### src/rtl/bch_encoder_core.sv
// rtl/bch_encoder_core.sv - BCH(15,7,t=2) systematic encoder, serial LFSR, g(x)=0x1D1
// Optional error injection on the codeword output via BCH_ERR_INJECT_EN.
module bch_encoder_core (
   input  logic        clk,
   input  logic        rst,
   input  logic        start,
   input  logic [6:0]  data_in,
`ifdef BCH_ERR_INJECT_EN
   input  logic [14:0] err_mask,
`endif
   output logic        busy,
   output logic        valid,
   output logic        done,
   output logic [14:0] codeword
);

   typedef enum logic [1:0] {
      IDLE   = 2'd0,
      SHIFT  = 2'd1,
      FINISH = 2'd2
   } state_t;

   state_t      state;
   state_t      state_nxt;
   logic [6:0]  msg;
   logic [7:0]  lfsr;
   logic [7:0]  lfsr_nxt;
   logic [2:0]  bit_cnt;
   logic [14:0] code_reg;
   logic        msg_bit;
   logic        fb;

   // Message is fed MSB first; counter 0 selects the x^6 coefficient.
   assign msg_bit  = msg[3'd6 - bit_cnt];
   assign fb       = msg_bit ^ lfsr[7];
   assign lfsr_nxt = {lfsr[6:0], 1'b0} ^ (fb ? 8'hD1 : 8'h00);

   always_ff @(posedge clk or posedge rst) begin
      if (rst) begin
         state <= IDLE;
      end else begin
         state <= state_nxt;
      end
   end

   always_comb begin
      state_nxt = state;
      case (state)
         IDLE:    if (start) state_nxt = SHIFT;
         SHIFT:   if (bit_cnt == 3'd6) state_nxt = FINISH;
         FINISH:  state_nxt = IDLE;
         default: state_nxt = IDLE;
      endcase
   end

   always_ff @(posedge clk or posedge rst) begin
      if (rst) begin
         msg      <= 7'd0;
         lfsr     <= 8'd0;
         bit_cnt  <= 3'd0;
         code_reg <= 15'd0;
         busy     <= 1'b0;
         valid    <= 1'b0;
         done     <= 1'b0;
      end else begin
         done <= 1'b0;
         case (state)
            IDLE: begin
               if (start) begin
                  msg     <= data_in;
                  lfsr    <= 8'd0;
                  bit_cnt <= 3'd0;
                  valid   <= 1'b0;
                  busy    <= 1'b1;
               end
            end
            SHIFT: begin
               lfsr    <= lfsr_nxt;
               bit_cnt <= bit_cnt + 3'd1;
            end
            FINISH: begin
               code_reg <= {msg, lfsr};
               valid    <= 1'b1;
               done     <= 1'b1;
               busy     <= 1'b0;
            end
            default: ;
         endcase
      end
   end

`ifdef BCH_ERR_INJECT_EN
   assign codeword = code_reg ^ err_mask;
`else
   assign codeword = code_reg;
`endif

endmodule
### config.mk
export PLATFORM = sky130hd
export DESIGN_NAME = bch_encoder_core
export DESIGN_NICKNAME = d
export VERILOG_FILES = /design/src/rtl/bch_encoder_core.sv
export SDC_FILE = /design/constraint.sdc
export NUM_CORES = 1
export LEC_CHECK = 0
export ABC_AREA = 1
export CAP_MARGIN = 20
export CORE_MARGIN = 8
export CORE_UTILIZATION = 39
export DETAILED_ROUTE_END_ITERATION = 7
export GPL_TIMING_DRIVEN = 0
export SLEW_MARGIN = 40
export SYNTH_ARGS = -nofsm -noshare
export SYNTH_HDL_FRONTEND = slang
export SYNTH_SLANG_ARGS = --single-unit
### constraint.sdc
create_clock -name clk -period 2.4 [get_ports clk]
set_input_delay 0.72 -clock clk [delete_from_list [all_inputs] [get_ports clk]]
set_output_delay 0.72 -clock clk [all_outputs]
set_load 0.1 [all_outputs]
==> qor.txt <==
status: finished clean
Ports: 28
worst-skew pair later-pin latency: 290 ps
first-pass GRT wire length: 6090 um
Initial Util: 40.7%
Slowest-stage cell, CP: dfrtp_1
R2R depth: 10
Synth cell types: 18
setup repair bufs after CTS: 0
RSZ-0062 raised after global routing: no
Final period util: 76.3%
Final WS setup: 568 ps
row count: 23
Placeable Area: 4000 um^2
hold buffers post-CTS: 0
Final Skew: 1.02 ps
syn_nets: 199
vias in the first global route: 1318
WP data required: 2580 ps
Port Buffers: 27
post-DR vias/cell: 4.85
WP data arrival: 2010 ps
initial antenna violation count: 0
Critical Path Stages: 10
slew margin rel.: 64.5%
Syn Inst Count: 186
sequential cell area fraction in the yosys report: 58.4%
clock tree buffer depth: 2
critical path peak fanout: 8
DRT antenna net count: 0
fin. max-slew vios: 0
Avg WL per Cell: 13.1 um
max_cap viols: 0
drt first pass iters: 4
DRC: 0
fmax: 0.546 GHz
DR vias: 1315
final setup fails: 0
crit end category: register
clock slew at reported path FFs: 70 ps
Root Driver: clkbuf_8
most used cell, CP: nand3_1
area growth from synthesis to layout: 23.5%
GPL Wtd Cong: 0.857
cells along the critical path: inv_2 > ha_1 > inv_1 > nand3_1 > nand3_1 > nand3_2 > nand2_2 > nand2_1 > nand3_1 > nand2_1
CTS tree: yes
Yosys warning count: 0
dpl ws: 386 ps
Iter 0 DRT Violations: 43
share of cells above drive strength 1: 19.0%
H-tree lvl count: 2
CTS resizes: 0
Worst Tran Pin Value: 532 ps
CTS sink cnt: 38
largest net degree at the start of global routing: 25
Crit path largest cell delay: 510 ps
TritonCTS buffer count: 5
grt ovf: 0
Total GRT Usage: 12.0%
Post-Syn Area: 1630 um^2
CP bufs+invs: 2
Synth Register Bits: 38
Mean Syn Cell Area: 8.75 um^2
Final Hold Fails: 0
Hold Crit Depth: 2
chip height: 80.6 um
min-delay worst type: register to register
area of the die: 6500 um^2
Top Family by Delay on Critical Path: simple AND/OR/NAND/NOR gates
critical path launch point type: register
Final nets: 234
post-detail-place hpwl: 2630 um
WL final: 3550 um
Fin Setup TNS: 0 ps
WS Path Type: register to register
n_diodes: 0
Die Width: 80.6 um
min cycle time layout: 1830 ps
metal layers:
layer / track usage, % / share of wire (%)
met5: 0 / 0
met4: 4.36 / 1.6
met3: 4.35 / 7.3
met2: 18.4 / 46
met1: 14.9 / 45
registers in the layout, indices dropped and copies added, names as in the netlist:
| register | flops |
|---|---|
| done | 1 |
| lfsr | 8 |
| state | 2 |
| busy | 1 |
| bit_cnt | 3 |
| codeword | 15 |
| valid | 1 |
| msg | 7 |
layout make-up:
type | count | area (um^2)
buffer | 4 | 16.3
clock inverter | 1 | 30.0
tap | 50 | 62.6
clock buffer | 6 | 82.6
sequential | 38 | 951
fill | 375 | 1990
inverter | 28 | 105
timing repair buffer | 28 | 208
multi-input combinational | 116 | 556
worst reg2reg max path: stages (launching register included):
cell and delay [ps]:
dfrtp_1 510, inv_2 130, ha_1 390, inv_1 120, nand3_1 80, nand3_1 90
nand3_2 130, nand2_2 110, nand2_1 60, nand3_1 70, nand2_1 50
worst paths after layout:
kind                       slack (ps)   startpoint     endpoint
setup reg to reg                  570   bit_cnt[0]      lfsr[7]
max in group asynchronous        1230          rst      lfsr[5]
hold reg to reg                   480  codeword[9]  codeword[9]
setup / recovery                  570   bit_cnt[0]      lfsr[7]
hold / removal                    480  codeword[9]  codeword[9]
min in group asynchronous         730          rst       msg[4]
cells in the final DEF (no fill, tap or decap):
| master | count |
|---|---|
| clkdlybuf4s50_1 | 9 |
| o21ai_1 | 2 |
| clkbuf_1 | 3 |
| nor2_1 | 3 |
| a21oi_1 | 1 |
| nor3_1 | 1 |
| ha_1 | 3 |
| nand2_2 | 4 |
| nand2_1 | 55 |
| bufinv_16 | 1 |
| clkbuf_8 | 6 |
| inv_2 | 6 |
| o21ai_0 | 23 |
| nor2_2 | 2 |
| o22ai_1 | 5 |
| dfrtp_1 | 38 |
| inv_1 | 22 |
| nand3_1 | 14 |
| buf_2 | 19 |
| nand3_2 | 2 |
| or2_2 | 1 |
| buf_16 | 1 |
through the flow:
stage          util (%)  instance area [um^2]  hold WS (ps)  instances
2_1_floorplan         -                  1630           449        186
3_3_place_gp       49.0                  1960           461        263
3_5_place_dp       47.5                  1900           470        264
4_1_cts            50.3                  2010           488        271
5_1_grt            50.3                  2010           513        271
6_report           50.3                  2010           480        271
cell families after synthesis:
logic type / Yosys count / share of synthesized area [%]
AO/OA/AOI/OAI: 31 / 9.92
adder cells (fa/ha/maj): 3 / 2.31
buffers and inverters: 32 / 7.46
flip-flops: 38 / 58.4
AND/OR/NAND/NOR: 82 / 21.9
cell usage after synthesis:
| cell type | instances | area, um^2 |
|---|---|---|
| clkbuf_1 | 3 | 11.3 |
| dfrtp_1 | 38 | 951 |
| o22ai_1 | 5 | 31.3 |
| a21oi_1 | 1 | 5.00 |
| ha_1 | 3 | 37.5 |
| inv_1 | 23 | 86.3 |
| nand3_2 | 2 | 20.0 |
| nand2_2 | 4 | 25.0 |
| nand2_1 | 55 | 206 |
| buf_2 | 1 | 5.00 |
| or2_2 | 1 | 6.26 |
| o21ai_0 | 23 | 115 |
| o21ai_1 | 2 | 10.0 |
| nor3_1 | 1 | 5.00 |
| inv_2 | 5 | 18.8 |
| nand3_1 | 14 | 70.1 |
| nor2_2 | 2 | 12.5 |
| nor2_1 | 3 | 11.3 |
Power is not shown: default switching activity piles up to over one toggle a cycle in this logic, so the estimate is an artifact.
